File: src/rtl/mmio_io_ctrl.sv
// mmio_io_ctrl: memory-mapped I/O peripheral for the single-cycle RISC-V system.
// Provides readable LED/HEX registers, debounced push-buttons with sticky
// press-event capture, a free-running cycle counter and an optional interrupt.
//
// Optional feature macro: MMIO_IO_IRQ_EN
//   defined   -> IRQ_MASK register at 0x14, irq = registered |(key_edge & irq_mask)
//   undefined -> irq tied low, 0x14 reads 0 and ignores writes, no mask flops
//
// Register map (word index = addr[4:2]):
//   0x00 LEDS (RW)  0x04 HEX (RW)  0x08 KEY_LEVEL (RO)  0x0C KEY_EDGE (W1C)
//   0x10 TICK (RW)  0x14 IRQ_MASK (RW, optional)  0x18..0x1C unmapped
module mmio_io_ctrl #(
  parameter int LED_W        = 10,
  parameter int NUM_HEX      = 6,
  parameter int KEY_W        = 4,
  parameter int DEBOUNCE_CYC = 250000
) (
  input  logic                 clk,
  input  logic                 reset,
  input  logic                 sel,
  input  logic                 we,
  input  logic [4:0]           addr,
  input  logic [31:0]          wdata,
  output logic [31:0]          rdata,
  input  logic [KEY_W-1:0]     key_n,
  output logic [LED_W-1:0]     leds,
  output logic [4*NUM_HEX-1:0] hex_digits,
  output logic                 irq
);

  localparam int HEX_W = 4 * NUM_HEX;
  localparam int CNT_W = $clog2(DEBOUNCE_CYC);
  localparam logic [CNT_W-1:0] CNT_MAX = CNT_W'(DEBOUNCE_CYC - 1);
  localparam logic [CNT_W-1:0] CNT_ONE = CNT_W'(1);

  typedef enum logic [2:0] {
    REG_LEDS      = 3'd0,
    REG_HEX       = 3'd1,
    REG_KEY_LEVEL = 3'd2,
    REG_KEY_EDGE  = 3'd3,
    REG_TICK      = 3'd4,
    REG_IRQ_MASK  = 3'd5,
    REG_RSVD6     = 3'd6,
    REG_RSVD7     = 3'd7
  } reg_e;

  // Byte-lane bits are not decoded; keep them visibly consumed.
  logic unused_addr_lsb;
  assign unused_addr_lsb = ^addr[1:0];

  reg_e reg_idx;
  logic wr_en;
  assign reg_idx = reg_e'(addr[4:2]);
  assign wr_en   = sel & we;

  // State
  logic [LED_W-1:0] leds_q, leds_d;
  logic [HEX_W-1:0] hex_q, hex_d;
  logic [31:0]      tick_q, tick_d;
  logic [KEY_W-1:0] sync1_q, sync1_d;
  logic [KEY_W-1:0] sync2_q, sync2_d;
  logic [KEY_W-1:0] key_level_q, key_level_d;
  logic [KEY_W-1:0] key_edge_q, key_edge_d;
  logic [CNT_W-1:0] cnt_q [KEY_W];
  logic [CNT_W-1:0] cnt_d [KEY_W];

  logic [KEY_W-1:0] key_pressed;
  logic [KEY_W-1:0] key_rise;
  logic [KEY_W-1:0] key_clr;

  assign key_pressed = ~sync2_q;

  // Software-visible register next-state: LEDS, HEX and TICK.
  always_comb begin
    // NOTE: every variable gets a default before any condition so no latch is inferred.
    leds_d = leds_q;
    hex_d  = hex_q;
    tick_d = tick_q + 32'd1;
    if (wr_en && reg_idx == REG_LEDS) leds_d = wdata[LED_W-1:0];
    if (wr_en && reg_idx == REG_HEX)  hex_d  = wdata[HEX_W-1:0];
    // A loaded value keeps counting, so the first cycle after the write reads wdata+1.
    if (wr_en && reg_idx == REG_TICK) tick_d = wdata + 32'd1;
  end

  // Key path: two-flop synchroniser on the raw active-low buttons.
  always_comb begin
    sync1_d = key_n;
    sync2_d = sync1_q;
  end

  // Per-key debounce counter; level toggles after DEBOUNCE_CYC stable cycles.
  always_comb begin
    // NOTE: always_comb uses blocking '=' so later lines see the values computed above.
    key_level_d = key_level_q;
    for (int i = 0; i < KEY_W; i++) begin
      cnt_d[i] = '0;
      if (key_pressed[i] != key_level_q[i]) begin
        if (cnt_q[i] == CNT_MAX) begin
          key_level_d[i] = ~key_level_q[i];
        end else begin
          cnt_d[i] = cnt_q[i] + CNT_ONE;
        end
      end
    end
  end

  // Sticky press events: rising level sets, W1C clears, set beats clear.
  always_comb begin
    key_rise   = key_level_d & ~key_level_q;
    key_clr    = (wr_en && reg_idx == REG_KEY_EDGE) ? wdata[KEY_W-1:0] : '0;
    key_edge_d = (key_edge_q & ~key_clr) | key_rise;
  end

  // Main state registers.
  always_ff @(posedge clk or negedge reset) begin
    if (!reset) begin
      leds_q      <= '0;
      hex_q       <= '0;
      tick_q      <= '0;
      sync1_q     <= '1;
      sync2_q     <= '1;
      key_level_q <= '0;
      key_edge_q  <= '0;
      // NOTE: the counter array is a handful of flops, not a RAM, so it is reset
      // explicitly; reset must discard any debounce progress in flight.
      for (int i = 0; i < KEY_W; i++) cnt_q[i] <= '0;
    end else begin
      // NOTE: sequential state uses non-blocking '<=' so all flops update together.
      leds_q      <= leds_d;
      hex_q       <= hex_d;
      tick_q      <= tick_d;
      sync1_q     <= sync1_d;
      sync2_q     <= sync2_d;
      key_level_q <= key_level_d;
      key_edge_q  <= key_edge_d;
      for (int i = 0; i < KEY_W; i++) cnt_q[i] <= cnt_d[i];
    end
  end

`ifdef MMIO_IO_IRQ_EN
  logic [KEY_W-1:0] irq_mask_q, irq_mask_d;
  logic             irq_q, irq_d;

  // Interrupt mask write and registered interrupt request.
  always_comb begin
    irq_mask_d = irq_mask_q;
    if (wr_en && reg_idx == REG_IRQ_MASK) irq_mask_d = wdata[KEY_W-1:0];
    irq_d = |(key_edge_q & irq_mask_q);
  end

  // Interrupt state registers.
  always_ff @(posedge clk or negedge reset) begin
    if (!reset) begin
      irq_mask_q <= '0;
      irq_q      <= 1'b0;
    end else begin
      irq_mask_q <= irq_mask_d;
      irq_q      <= irq_d;
    end
  end

  assign irq = irq_q;
`else
  assign irq = 1'b0;
`endif

  // Combinational read mux; the single-cycle CPU consumes rdata in the same cycle.
  always_comb begin
    rdata = '0;
    if (sel) begin
      unique case (reg_idx)
        REG_LEDS:      rdata[LED_W-1:0] = leds_q;
        REG_HEX:       rdata[HEX_W-1:0] = hex_q;
        REG_KEY_LEVEL: rdata[KEY_W-1:0] = key_level_q;
        REG_KEY_EDGE:  rdata[KEY_W-1:0] = key_edge_q;
        REG_TICK:      rdata            = tick_q;
`ifdef MMIO_IO_IRQ_EN
        REG_IRQ_MASK:  rdata[KEY_W-1:0] = irq_mask_q;
`else
        REG_IRQ_MASK:  rdata            = '0;
`endif
        REG_RSVD6:     rdata            = '0;
        REG_RSVD7:     rdata            = '0;
        default:       rdata            = '0;
      endcase
    end
  end

  assign leds       = leds_q;
  assign hex_digits = hex_q;

endmodule

File: config.mk
export PLATFORM = sky130hd
export DESIGN_NAME = mmio_io_ctrl
export DESIGN_NICKNAME = d
export VERILOG_FILES = /design/src/rtl/mmio_io_ctrl.sv
export SDC_FILE = /design/constraint.sdc
export NUM_CORES = 1
export LEC_CHECK = 0
export ABC_AREA = 1
export CELL_PAD_IN_SITES_DETAIL_PLACEMENT = 1
export CELL_PAD_IN_SITES_GLOBAL_PLACEMENT = 1
export CORE_MARGIN = 10
export CORE_UTILIZATION = 44
export CTS_CLUSTER_SIZE = 20
export DETAILED_ROUTE_END_ITERATION = 8
export PLACE_DENSITY = 0.91
export SETUP_SLACK_MARGIN = 0.5
export SYNTH_ARGS = -nofsm -noshare
export SYNTH_HDL_FRONTEND = slang
export SYNTH_SLANG_ARGS = --single-unit
File: constraint.sdc
create_clock -name clk -period 7.3 [get_ports clk]
set_input_delay 2.19 -clock clk [delete_from_list [all_inputs] [get_ports clk]]
set_output_delay 2.19 -clock clk [all_outputs]
set_load 0.03 [all_outputs]
Yosys cells after proc, flatten, opt, wreduce, memory -nomap -nowiden
Cells that the tools add are included.

word-level totals
  flip-flop bits (word level) = 154
  bits of input ports = 45

cells by class
  add/sub/neg operators = 6
  equality and inequality tests = 15
  muxes and demuxes = 23
  bitwise logic cells = 11
  reductions and logical operators = 6

operators by type and width
  kind                                            count
  two-way mux 18 bit                              8
  adder 18 x 1 -> 18 bit (second input constant)  4
  == test 18 bit (second input constant)          4
  adder 32 x 1 -> 32 bit (second input constant)  2
  two-way mux 32 bit                              2
  case mux 14 bit (2 select lines)                1
  case mux 4 bit (6 select lines)                 1
  case mux 6 bit (3 select lines)                 1
  == test 3 bit (second input constant)           4
  inverter 4 bit                                  3
  AND 4 bit                                       2
  two-way mux 1 bit                               8
  two-way mux 8 bit                               1
  == test 3 x 2 -> 1 bit (second input constant)  2
  logical AND 1 bit                               4
  two-way mux 4 bit                               1
  != test 1 bit                                   4
  inverter 1 bit                                  4
  OR 4 bit                                        1
  == test 3 x 1 -> 1 bit (second input constant)  1
  zero test 3 bit                                 1
  OR reduction 3 bit                              1
  AND 1 bit                                       1

Longest topological paths before layout
  depth in word-level cells = 6
  gate-level depth with buffers = 15
  gate-level depth less buffers = 14

Worst setup path before layout
OpenSTA, ideal clock, no wires.

  path type = input-to-output
  start point = input addr[4]
  end point = output rdata[19]
  arrival = 3.865 ns
  data required time = 5.110 ns
  setup slack = 1.245 ns
  cell stages on the path = 7
  buffers on the path = 3
  cell sequence = buf_2 inv_1 nor2_1 buf_2 nand2_1 clkbuf_1 o21ai_0

between the ends
  cells in the longest elaborated chain, start to end = 3
  elaborated cells between the ends (all ways) = 4
  those cells by class = eq/ne (2); mux (2)

ends and longest elaborated chain
  item                                                     line  source
  from (decl)                                              22    input logic [4:0] addr,
  == test 3 bit or == test 3 x 1 -> 1 bit (tied branches)  171   unique case (reg_idx)
  case mux 14 bit (2 select lines) (*)                     171
  two-way mux 32 bit (*)                                   170   if (sel) begin
  to (decl)                                                24    output logic [31:0] rdata,

Mark *: on every way between the ends. The rest lies on a longest branch, timed or not.

Worst setup path after layout
  start point = input addr[2]
  end point = output rdata[2]

between the ends
  cells in the longest elaborated chain, start to end = 4
  elaborated cells between the ends (all ways) = 11
  those cells by class = eq/ne (7); mux (2); reduce/logical (2)

ends and longest elaborated chain
  item                                 line
  == test 3 bit                        171
  OR reduction 3 bit (no line)         --
  case mux 4 bit (6 select lines) (*)  171
  two-way mux 32 bit (*)               170

Marked as above.

==> run metrics <==
sequential power share=39.3%; Worst-Skew Late Latency=0.44 ns; startpoint types=input pin; max_slew headroom=37.5%; Int Power=1.71 mW; post-synth top area cell=dfrtp_1; first-pass GRT wire length=48200 um; Routed WL per cell=18.8 um; grt total ovfl=0; Final ANT Viol Nets=0; power share of the clock group=34.6%; Post-Route WL=29400 um; row count=51; largest net degree at the start of global routing=83; vias in the first global route=9156; total net switching power=0.937 mW; Post-Place Cells=1529; Syn. warnings=0; root buffer cell=clkbuf_16; Final Hold Fails=0; commonest non-fill, non-tap cell in the layout=nand2_1; IO Pins=112; post-synth top area share=42.3%; via-per-instance ratio=5.41; post-synthesis register bit count=154; skew final=0.00997 ns; status=finished clean; area of the multi-input gates=3990 sq um; 1st-iter DRT viols=637; DRT Pass-1 Iters=5; synth top area cells=dfrtp_1 (42%), nand2_1 (16%), inv_1 (6.8%), nor2_1 (6.8%), xor2_1 (4.0%); crit end category=output pin; share of cells above drive strength 1=8.87%; GP Congestion=0.920; final net count=1333; All-Layer GR Usage=22.8%; MaxCap Viol Count=0; Worst VDD drop=161 uV; Arr. time, crit path=4.28 ns; Logic pwr share=26.1%; Syn Area/Cell=7.31 sq um; clk buf depth=2; pwr dens=252 nW/um^2; CTS Buf Count=17; Hold WS=0.360 ns; max frequency=154 MHz; crit path kind=in2out; period utilization=88.7%; Leak Pwr=5.07 nW; Critical Path RT=5.11 ns; asr flop ratio synth=100%; area grow syn2layout=21.5%; number of flops mapped to enable cells by yosys=0; residual DRC count=0; worst slew pin tran=0.937 ns; syn_nets=1231; Die Ht=160 um; flip-flop and latch area=3860 sq um; Die ar.=25600 sq um; Fillers=2463; DP Wirelength=21300 um; Fin Setup TNS=0 ns; Synth Cell Area=8640 sq um; post-CTS setup buffers=0; Top FF cell, synth=dfrtp_1; pre-CTS WS=0.704 ns; setup slack after layout=0.825 ns; total core area=19400 sq um; die width=160 um; initial core utilization=44.5%; Post-Syn Instances=1181; initial antenna violation count=1; crit path time final=6.47 ns; Buffers on Ports=108; sequential area share after synthesis=44.7%; Vias=8449; CTS Sinks=154; fin. max-slew vios=0; CTS clock-pin slew for the worst setup and hold paths=0.06 ns; CTS tree=built; Crit Path Max Fanout=25; RSZ-0062 raised after global routing=false; H-tree levels=4; final setup fails=0; Finished Layout Cells=1562; Hold WC Path Type=reg2reg; Sw Ratio=35.5%; commonest cells after routing, fill and taps aside=nand2_1 (356), inv_1 (157), nor2_1 (157); synth unique cells=40
## critical path: stages
cell,delay (ns)
clkdlybuf4s50_1,0.57
inv_1,0.10
nor2_1,0.17
nand2_1,0.09
inv_2,0.42
a221oi_1,0.17
a21oi_1,0.39
buf_12,0.18
## cell families after synthesis
kind of cell,count (synthesis),synth area share (%)
muxes,10,1.26
and+or+nand+nor,678,33.5
other,1,0.0434
xor gates and xnor gates,43,4.36
buffers and inverters,192,9.16
adders and majority gates,5,0.724
DFF,154,44.7
AOI/OAI and AO/OA,98,6.19
## stage by stage
stage / utilization (%) / power (mW) / instance area (sq um)
2_1_floorplan: - / 1.44 / 8640
3_3_place_gp: 51.0 / 1.68 / 9890
3_5_place_dp: 51.0 / 1.72 / 9890
4_1_cts: 54.1 / 2.64 / 10500
5_1_grt: 54.1 / 2.77 / 10500
6_report: 54.1 / 2.64 / 10500
## final timing paths
check	from	endpoint	slack, ns	cells past startpoint
worst max-delay path	addr[2]	rdata[2]	0.83	8
worst min-delay path	sync1_q[1]	sync2_q[1]	0.36	0
worst max register to register	cnt_q[54]	cnt_q[68]	5.08	11
worst min register to register	sync1_q[1]	sync2_q[1]	0.36	0
max in group asynchronous	reset	cnt_q[35]	4.04	2
min in group asynchronous	reset	cnt_q[53]	1.79	1
## power groups by stage
stage	clock network (mW)	logic, mW	registers, mW
6_report	0.914	0.690	1.04
5_1_grt	0.962	0.752	1.05
4_1_cts	0.921	0.686	1.04
3_5_place_dp	0	0.671	1.05
3_3_place_gp	0	0.639	1.04
2_1_floorplan	0	0.334	1.11
## metal layers
metal	wire length, um	part of all wire (%)	vias to the layer above	track usage (%)
met2	14300	49	266	38.2
met1	12800	43	4179	28.2
met4	843	2.9	0	8.14
li1	-	-	3936	-
met3	1480	5.0	68	5.12
met5	0	0	-	0
## cell type report
cell class,count,area share [%]
diodes,1,0.0239
flip-flops and latches,154,36.8
inverters,159,5.69
clock inverters,14,1.53
multi-input cells,835,38.0
repair buffers,116,10.6
well taps,265,3.16
clock buffers,18,4.19
## cell usage after synthesis, types with 4 or more instances
master    instances
nor2_2           13
dfstp_2           8
a21oi_1          29
mux2_2            7
xnor2_1           4
clkbuf_1         11
o21ai_0          50
nor4_1            4
buf_6             6
dfrtp_1         146
inv_1           157
nor2_1          157
ha_1              5
nor3b_1           8
xor2_1           39
nand4_1          47
buf_2            11
a31oi_1           4
nor3_1           24
nand2_1         357
o211ai_1          6
nand3_1          56
## what timing repair did
item                                    in CTS  in global routing
endpoints found under the hold margin        0                  0
gates resized for setup                      0                  1
hold buffers                                 0                  0
endpoints found under the setup margin       0                  2
## sequential cells by signal, summed over array words and instances, names as in the netlist
name / count
cnt_q: 72
hex_digits: 24
key_edge_q: 4
key_level_q: 4
leds: 10
sync1_q: 4
sync2_q: 4
tick_q: 32
No activity file was read; power rests on OpenSTA's default activity.
